`src/rtl/conv_layer_scheduler_pkg.sv`:
```
// Shared layer constants, counter widths, FSM states and the command bundle for the conv layer scheduler.
package conv_layer_scheduler_pkg;

  localparam int DEF_WIDTH    = 32;
  localparam int DEF_HEIGHT   = 32;
  localparam int DEF_CHANNELS = 3;
  localparam int DEF_FILTERS  = 28;
  localparam int DEF_K        = 3;
  localparam int DEF_PAD      = 1;

  localparam int COORD_W = 7;
  localparam int CHAN_W  = 2;
  localparam int ROW_W   = 5;
  localparam int FILT_W  = 5;
  localparam int POS_W   = 6;
  localparam int KIDX_W  = 2;

  typedef enum logic [2:0] {
    ST_IDLE,
    ST_BIAS,
    ST_TAP,
    ST_WB,
    ST_FIN
  } state_e;

  typedef struct packed {
    logic                      tap_first;
    logic                      tap_last;
    logic                      tap_pad;
    logic signed [COORD_W-1:0] in_y;
    logic signed [COORD_W-1:0] in_x;
    logic [CHAN_W-1:0]         chan;
    logic [ROW_W-1:0]          row_idx;
    logic [FILT_W-1:0]         f_idx;
    logic [POS_W-1:0]          oy;
    logic [POS_W-1:0]          ox;
  } cmd_t;

endpackage

```
`src/rtl/conv_layer_scheduler_if.sv`:
```
// Control and command bus between the scheduler (master) and the conv datapath (slave).
interface conv_layer_scheduler_if;
  import conv_layer_scheduler_pkg::*;

  logic                      start;
  logic                      abort;
  logic                      busy;
  logic                      done;
  logic                      bias_valid;
  logic                      bias_ready;
  logic                      tap_valid;
  logic                      tap_ready;
  logic                      tap_first;
  logic                      tap_last;
  logic                      tap_pad;
  logic signed [COORD_W-1:0] in_y;
  logic signed [COORD_W-1:0] in_x;
  logic [CHAN_W-1:0]         chan;
  logic [ROW_W-1:0]          row_idx;
  logic                      wb_valid;
  logic                      wb_ready;
  logic [FILT_W-1:0]         f_idx;
  logic [POS_W-1:0]          oy;
  logic [POS_W-1:0]          ox;

  modport master (
    input  start, abort, bias_ready, tap_ready, wb_ready,
    output busy, done, bias_valid, tap_valid, tap_first, tap_last, tap_pad,
           in_y, in_x, chan, row_idx, wb_valid, f_idx, oy, ox
  );

  modport slave (
    output start, abort, bias_ready, tap_ready, wb_ready,
    input  busy, done, bias_valid, tap_valid, tap_first, tap_last, tap_pad,
           in_y, in_x, chan, row_idx, wb_valid, f_idx, oy, ox
  );

endinterface

```
`src/rtl/conv_window_counter.sv`:
```
// Kernel window walker (c fastest, then n, then m) with first/last flags and flat row index.
// Latency: flags/row_idx are combinational from the counter flops; backpressure: only moves on adv.
module conv_window_counter
  import conv_layer_scheduler_pkg::*;
#(
  parameter int K        = DEF_K,
  parameter int CHANNELS = DEF_CHANNELS
) (
  input  logic              clk,
  input  logic              rst_n,
  input  logic              clr,
  input  logic              adv,
  output logic [KIDX_W-1:0] m,
  output logic [KIDX_W-1:0] n,
  output logic [CHAN_W-1:0] c,
  output logic              first,
  output logic              last,
  output logic [ROW_W-1:0]  row_idx
);

  logic [KIDX_W-1:0] m_q, m_d, n_q, n_d;
  logic [CHAN_W-1:0] c_q, c_d;
  logic              c_wrap, n_wrap, m_wrap;

  assign c_wrap = (c_q == CHAN_W'(CHANNELS - 1));
  assign n_wrap = (n_q == KIDX_W'(K - 1));
  assign m_wrap = (m_q == KIDX_W'(K - 1));

  always_comb begin
    m_d = m_q;
    n_d = n_q;
    c_d = c_q;
    if (clr) begin
      m_d = '0;
      n_d = '0;
      c_d = '0;
    end else if (adv) begin
      if (!c_wrap) begin
        c_d = c_q + 1'b1;
      end else begin
        c_d = '0;
        if (!n_wrap) begin
          n_d = n_q + 1'b1;
        end else begin
          n_d = '0;
          m_d = m_wrap ? '0 : m_q + 1'b1;
        end
      end
    end
  end

  always_ff @(posedge clk) begin
    if (!rst_n) begin
      m_q <= '0;
      n_q <= '0;
      c_q <= '0;
    end else begin
      m_q <= m_d;
      n_q <= n_d;
      c_q <= c_d;
    end
  end

  assign m       = m_q;
  assign n       = n_q;
  assign c       = c_q;
  assign first   = (m_q == '0) && (n_q == '0) && (c_q == '0);
  assign last    = m_wrap && n_wrap && c_wrap;
  assign row_idx = ROW_W'(int'(m_q) * K * CHANNELS + int'(n_q) * CHANNELS + int'(c_q));

endmodule

```
`src/rtl/conv_layer_scheduler.sv`:
```
// Walks filters/rows/columns of a conv layer issuing bias, K*K*CHANNELS tap and writeback commands.
// Latency: one command per cycle when ready; backpressure: valid and all fields hold until ready.
module conv_layer_scheduler
  import conv_layer_scheduler_pkg::*;
#(
  parameter int WIDTH    = DEF_WIDTH,
  parameter int HEIGHT   = DEF_HEIGHT,
  parameter int CHANNELS = DEF_CHANNELS,
  parameter int FILTERS  = DEF_FILTERS,
  parameter int K        = DEF_K,
  parameter int PAD      = DEF_PAD
) (
  input  logic                   clk,
  input  logic                   rst_n,
  conv_layer_scheduler_if.master bus
);

  state_e            state_q, state_d;
  logic [FILT_W-1:0] f_q, f_d;
  logic [POS_W-1:0]  oy_q, oy_d, ox_q, ox_d;
  logic              win_clr, win_adv;
  logic [KIDX_W-1:0] m_w, n_w;
  logic [CHAN_W-1:0] c_w;
  logic              tap_first_w, tap_last_w;
  logic [ROW_W-1:0]  row_w;
  logic              bias_vld, tap_vld, wb_vld;
  int                iy_c, ix_c;
  cmd_t              cmd;

  conv_window_counter #(
    .K        (K),
    .CHANNELS (CHANNELS)
  ) u_win (
    .clk     (clk),
    .rst_n   (rst_n),
    .clr     (win_clr),
    .adv     (win_adv),
    .m       (m_w),
    .n       (n_w),
    .c       (c_w),
    .first   (tap_first_w),
    .last    (tap_last_w),
    .row_idx (row_w)
  );

  always_comb begin
    state_d = state_q;
    f_d     = f_q;
    oy_d    = oy_q;
    ox_d    = ox_q;
    win_clr = 1'b0;
    win_adv = 1'b0;
    unique case (state_q)
      ST_IDLE: begin
        if (bus.start && !bus.abort) begin
          state_d = ST_BIAS;
          f_d     = '0;
          oy_d    = '0;
          ox_d    = '0;
          win_clr = 1'b1;
        end
      end
      ST_BIAS: begin
        if (bus.bias_ready) begin
          state_d = ST_TAP;
          win_clr = 1'b1;
        end
      end
      ST_TAP: begin
        if (bus.tap_ready) begin
          win_adv = 1'b1;
          if (tap_last_w) state_d = ST_WB;
        end
      end
      ST_WB: begin
        if (bus.wb_ready) begin
          state_d = ST_BIAS;
          if (ox_q != POS_W'(WIDTH - 1)) begin
            ox_d = ox_q + 1'b1;
          end else begin
            ox_d = '0;
            if (oy_q != POS_W'(HEIGHT - 1)) begin
              oy_d = oy_q + 1'b1;
            end else begin
              oy_d = '0;
              if (f_q != FILT_W'(FILTERS - 1)) begin
                f_d = f_q + 1'b1;
              end else begin
                f_d     = '0;
                state_d = ST_FIN;
              end
            end
          end
        end
      end
      ST_FIN:  state_d = ST_IDLE;
      default: state_d = ST_IDLE;
    endcase
    // abort wins over any handshake seen in the same cycle
    if (bus.abort && (state_q != ST_IDLE)) begin
      state_d = ST_IDLE;
      f_d     = '0;
      oy_d    = '0;
      ox_d    = '0;
      win_adv = 1'b0;
      win_clr = 1'b1;
    end
  end

  always_ff @(posedge clk) begin
    if (!rst_n) begin
      state_q <= ST_IDLE;
      f_q     <= '0;
      oy_q    <= '0;
      ox_q    <= '0;
    end else begin
      state_q <= state_d;
      f_q     <= f_d;
      oy_q    <= oy_d;
      ox_q    <= ox_d;
    end
  end

  assign bias_vld = (state_q == ST_BIAS);
  assign tap_vld  = (state_q == ST_TAP);
  assign wb_vld   = (state_q == ST_WB);

  // Fields are gated by their valid so an idle bus reads all-zero.
  always_comb begin
    cmd  = '0;
    iy_c = int'(oy_q) + int'(m_w) - PAD;
    ix_c = int'(ox_q) + int'(n_w) - PAD;
    if (tap_vld) begin
      cmd.tap_first = tap_first_w;
      cmd.tap_last  = tap_last_w;
      cmd.tap_pad   = (iy_c < 0) || (iy_c >= HEIGHT) || (ix_c < 0) || (ix_c >= WIDTH);
      cmd.in_y      = COORD_W'(iy_c);
      cmd.in_x      = COORD_W'(ix_c);
      cmd.chan      = c_w;
      cmd.row_idx   = row_w;
    end
    if (bias_vld || tap_vld || wb_vld) begin
      cmd.f_idx = f_q;
      cmd.oy    = oy_q;
      cmd.ox    = ox_q;
    end
  end

  assign bus.busy       = bias_vld || tap_vld || wb_vld;
  assign bus.done       = (state_q == ST_FIN);
  assign bus.bias_valid = bias_vld;
  assign bus.tap_valid  = tap_vld;
  assign bus.wb_valid   = wb_vld;
  assign bus.tap_first  = cmd.tap_first;
  assign bus.tap_last   = cmd.tap_last;
  assign bus.tap_pad    = cmd.tap_pad;
  assign bus.in_y       = cmd.in_y;
  assign bus.in_x       = cmd.in_x;
  assign bus.chan       = cmd.chan;
  assign bus.row_idx    = cmd.row_idx;
  assign bus.f_idx      = cmd.f_idx;
  assign bus.oy         = cmd.oy;
  assign bus.ox         = cmd.ox;

endmodule
```
`src/flat_wrapper.sv`:
```
// flat-port wrapper written by rule: the top's interface ports become plain ports
module conv_layer_scheduler_flat import conv_layer_scheduler_pkg::*;
#(
  parameter int WIDTH    = DEF_WIDTH,
  parameter int HEIGHT   = DEF_HEIGHT,
  parameter int CHANNELS = DEF_CHANNELS,
  parameter int FILTERS  = DEF_FILTERS,
  parameter int K        = DEF_K,
  parameter int PAD      = DEF_PAD
)
  (clk, rst_n, bus_start, bus_abort, bus_bias_ready, bus_tap_ready, bus_wb_ready, bus_busy, bus_done, bus_bias_valid, bus_tap_valid, bus_tap_first, bus_tap_last, bus_tap_pad, bus_in_y, bus_in_x, bus_chan, bus_row_idx, bus_wb_valid, bus_f_idx, bus_oy, bus_ox);
  conv_layer_scheduler_if bus_i ();
  input  logic clk;
  input  logic rst_n;
  input wire logic [$bits(bus_i.start)-1:0] bus_start;
  input wire logic [$bits(bus_i.abort)-1:0] bus_abort;
  input wire logic [$bits(bus_i.bias_ready)-1:0] bus_bias_ready;
  input wire logic [$bits(bus_i.tap_ready)-1:0] bus_tap_ready;
  input wire logic [$bits(bus_i.wb_ready)-1:0] bus_wb_ready;
  output wire logic [$bits(bus_i.busy)-1:0] bus_busy;
  output wire logic [$bits(bus_i.done)-1:0] bus_done;
  output wire logic [$bits(bus_i.bias_valid)-1:0] bus_bias_valid;
  output wire logic [$bits(bus_i.tap_valid)-1:0] bus_tap_valid;
  output wire logic [$bits(bus_i.tap_first)-1:0] bus_tap_first;
  output wire logic [$bits(bus_i.tap_last)-1:0] bus_tap_last;
  output wire logic [$bits(bus_i.tap_pad)-1:0] bus_tap_pad;
  output wire logic [$bits(bus_i.in_y)-1:0] bus_in_y;
  output wire logic [$bits(bus_i.in_x)-1:0] bus_in_x;
  output wire logic [$bits(bus_i.chan)-1:0] bus_chan;
  output wire logic [$bits(bus_i.row_idx)-1:0] bus_row_idx;
  output wire logic [$bits(bus_i.wb_valid)-1:0] bus_wb_valid;
  output wire logic [$bits(bus_i.f_idx)-1:0] bus_f_idx;
  output wire logic [$bits(bus_i.oy)-1:0] bus_oy;
  output wire logic [$bits(bus_i.ox)-1:0] bus_ox;
  assign bus_i.start = bus_start;
  assign bus_i.abort = bus_abort;
  assign bus_i.bias_ready = bus_bias_ready;
  assign bus_i.tap_ready = bus_tap_ready;
  assign bus_i.wb_ready = bus_wb_ready;
  assign bus_busy = bus_i.busy;
  assign bus_done = bus_i.done;
  assign bus_bias_valid = bus_i.bias_valid;
  assign bus_tap_valid = bus_i.tap_valid;
  assign bus_tap_first = bus_i.tap_first;
  assign bus_tap_last = bus_i.tap_last;
  assign bus_tap_pad = bus_i.tap_pad;
  assign bus_in_y = bus_i.in_y;
  assign bus_in_x = bus_i.in_x;
  assign bus_chan = bus_i.chan;
  assign bus_row_idx = bus_i.row_idx;
  assign bus_wb_valid = bus_i.wb_valid;
  assign bus_f_idx = bus_i.f_idx;
  assign bus_oy = bus_i.oy;
  assign bus_ox = bus_i.ox;
  conv_layer_scheduler #(.WIDTH(WIDTH), .HEIGHT(HEIGHT), .CHANNELS(CHANNELS), .FILTERS(FILTERS), .K(K), .PAD(PAD)) u_core (.clk(clk), .rst_n(rst_n), .bus(bus_i));
endmodule
```
`config.mk`:
```
export PLATFORM = sky130hd
export DESIGN_NAME = conv_layer_scheduler_flat
export DESIGN_NICKNAME = d
export VERILOG_FILES = /design/src/rtl/conv_layer_scheduler_pkg.sv /design/src/rtl/conv_layer_scheduler_if.sv /design/src/rtl/conv_window_counter.sv /design/src/rtl/conv_layer_scheduler.sv /design/src/flat_wrapper.sv
export SDC_FILE = /design/constraint.sdc
export NUM_CORES = 1
export LEC_CHECK = 0
export CAP_MARGIN = 5
export CELL_PAD_IN_SITES_DETAIL_PLACEMENT = 0
export CELL_PAD_IN_SITES_GLOBAL_PLACEMENT = 1
export CORE_MARGIN = 5
export CORE_UTILIZATION = 38
export DETAILED_ROUTE_END_ITERATION = 7
export PLACE_DENSITY_LB_ADDON = 0.05
export SYNTH_ARGS = -nofsm -noshare
export SYNTH_HDL_FRONTEND = slang
export SYNTH_SLANG_ARGS = --single-unit
```
`constraint.sdc`:
```
create_clock -name clk -period 3.6 [get_ports clk]
set_clock_uncertainty 0.05 [all_clocks]
set_input_delay 0.72 -clock clk [delete_from_list [all_inputs] [get_ports clk]]
set_output_delay 0.72 -clock clk [all_outputs]
set_load 0.01 [all_outputs]
```
==> metrics.md <==
| Metric | Value |
|---|---|
| Post-synth EDFFs | 0 |
| Worst vdd ir | 182.6 uV |
| CTS max path bufs | 2 |
| Crit path time final | 3515 ps |
| Clk slew on worst S/H paths | 90 ps |
| Synth top cells by count | 45 x nor2_1, 29 x ha_1, 26 x dfxtp_1 |
| Synth Cell Area | 2596 um2 |
| Seq cells post-synth | 26 |
| Hold WS | 457.5 ps |
| Grt ovf | 0 |
| HPWL Detailed | 5.182 mm |
| Worst skew pair latency | 270 ps |
| TritonCTS buffer count | 3 |
| Hold buffers post-CTS | 0 |
| DRC marker count from the first detailed-route iteration | 85 |
| First-pass GRT wire length | 11.45 mm |
| CTS tree | done |
| Yosys warning total | 0 |
| DR WL/cell | 13.91 um |
| Largest net degree at the start of global routing | 20 |
| Hold Vio Cnt, Final | 0 |
| Drc violations | 0 |
| Clk sinks | 26 |
| Crit Path Max Fanout | 6 |
| Post-synth top area cell | dfxtp_1 |
| Lkg Pwr | 1.588 nW |
| Total power | 0.8599 mW |
| CP Cell Sequence | buf_4 -> fa_1 -> ha_1 -> inv_1 -> fa_2 -> nor2_1 -> clkdlybuf4s50_1 |
| Number of global-route vias before repair | 2404 |
| Max_slew headroom | 69.28% |
| Area Overhead vs Synth | 36.29% |
| # port buffers | 52 |
| Placed inst area | 3383 um2 |
| Sequential area share after synthesis | 20.05% |
| GRT Overall Usage | 16.07% |
| Die ar. | 8585 um2 |
| Layout Nets | 450 |
| Initial antenna violation count | 0 |
| Worst Path Buf+Inv | 3 |
| Startpoint class of the critical path | register |
| Cell with the most instances after synthesis | nor2_1 |
| RePlAce Congestion | 0.7639 |
| Total core area | 6719 um2 |
| Pre-antenna DRT Iters | 4 |
| Starting density of the core | 38.64% |
| Critical path type | reg2out |
| Synth Instances | 333 |
| Die X | 92.66 um |
| Synth Net Count | 376 |
| Antenna cells | 0 |
| # rows | 30 |
| Top cells by area, synth | dfxtp_1 20%, ha_1 14%, nor2_1 6.5% |
| Fin crit share | 97.65% |
| Routed via count | 2454 |
| Worst slew pin tran | 460.1 ps |
| Syn_area_per_cell | 7.797 um2 |
| Routed wire length | 6.761 mm |
| Critical Path Max Stage Delay | 540 ps |
| Share of layout cells above drive strength 1 | 16.26% |
| Crit path capture type | primary output |
| Vias per cell | 5.049 |
| CTS Root Cell | clkbuf_8 |
| Max cap viols | 0 |
| Top FF cell, synth | dfxtp_1 |
| Fin util | 52.66% |
| Critical Path AT | 2750 ps |
| Count of cell types in the netlist | 51 |
| Crit-path leading delay family | adder cells |
| Worst min path class | reg2reg |
| Critical path's slowest cell | clkdlybuf4s50_1 |
| Synth async-reset ratio | 0% |
| # IOs | 53 |
| Status | finished, final reports clean |
| Setup violators final | 0 |
| Endpoint required time on the critical path | 2830 ps |
| Max-slew violations | 0 |
| Die Y | 92.66 um |
| Synth top area share | 20.05% |
| CTS H-tree depth | 1 |
| Post-route ant nets | 0 |
| RSZ-0062 raised after global routing | yes |
| Max Fclk | 284.5 MHz |
| Design Area, Final | 3538 um2 |
| P per Cell Area | 243.0 nW/um2 |
[worst register-to-register path, cell delays in order, from the launching register on]
cell	delay, ps
dfxtp_1	460
or4b_4	610
a21oi_4	320
o21a_1	330
nand4_1	140
xor2_1	170
nor2_2	40
[registers in the layout (all words and copies together) (netlist names)]
name            count
u_core.ox_q         6
u_core.oy_q         6
u_core.f_q          5
u_core.state_q      3
u_core.u_win.c      2
u_core.u_win.m      2
u_core.u_win.n      2
[power breakdown]
part,switching (mW),internal [mW],total [mW]
combinational,0.183,0.163,0.346
clock,0.0933,0.0978,0.191
sequential,0.0233,0.299,0.323
total,0.300,0.560,0.860
[cell usage in the layout, fill, tap and decap left out, drive strengths merged, types with 3 or more instances in the layout]
cell,instances
and3,3
nor2b,4
and2,22
o21ai,9
xor2,15
nor2,46
o21a,3
a21o,4
a31oi,4
dfxtp,26
inv,19
ha,29
clkdlybuf4s50,41
dlymetal6s2s,5
nor3,10
nor4,5
nand3,10
dlygate4sd2,4
buf,33
or3,3
xnor2,15
clkbuf,6
nand2b,8
fa,7
nand4,6
mux2i,6
a21oi,18
nand2,22
[cell families after synthesis]
group,after synthesis,share of synthesized area (%)
adder cells (fa/ha/maj),36,19.37
multiplexers,6,2.313
flip-flops,26,20.05
AO/OA/AOI/OAI,55,14.02
buffers and inverters,35,5.302
AND/OR/NAND/NOR,145,28.82
XOR/XNOR,30,10.12
[final cells by class]
| cell class | count | area, um2 |
|---|---|---|
| inverters | 19 | 71.32 |
| well taps | 80 | 100.1 |
| fillers | 682 | 3181 |
| multi-input cells | 272 | 2022 |
| repair buffers | 85 | 765.7 |
| flip-flops and latches | 26 | 524.3 |
| clock buffers | 4 | 55.05 |
[stage by stage]
| step | setup WS (ps) | setup TNS [ps] | cells |
|---|---|---|---|
| final | 84.61 | 0 | 486 |
| after global routing | -78.43 | -124.3 | 486 |
| after CTS | 5.526 | 0 | 485 |
| after detailed placement | -57.03 | -57.03 | 480 |
| after global placement | -2.544 | -2.544 | 480 |
| after floorplan | 273.5 | 0 | 333 |
[worst paths after layout]
kind / startpoint / endpoint / slack, ps / depth (start not counted)
worst min register to register: u_core.f_q[4] / u_core.f_q[4] / 460 / 1
worst max-delay path: u_core.u_win.n[0] / bus_row_idx[1] / 80 / 7
worst max register to register: u_core.state_q[1] / u_core.f_q[3] / 1380 / 6
worst min-delay path: u_core.f_q[4] / u_core.f_q[4] / 460 / 1
[layer usage]
layer	global-route usage (%)	part of all wire, %
met1	22.45	51
met2	27.19	46
met3	1.950	3.3
met4	2.198	0.55
met5	0	0
[repair_timing]
item | in CTS | in global routing
buffers inserted | 1 | 1
endpoints found under the setup margin | 8 | 9
cloned | 0 | 0
pin swaps | 2 | 5
gates resized for setup | 21 | 15
No activity file was read; power rests on OpenSTA's default activity.
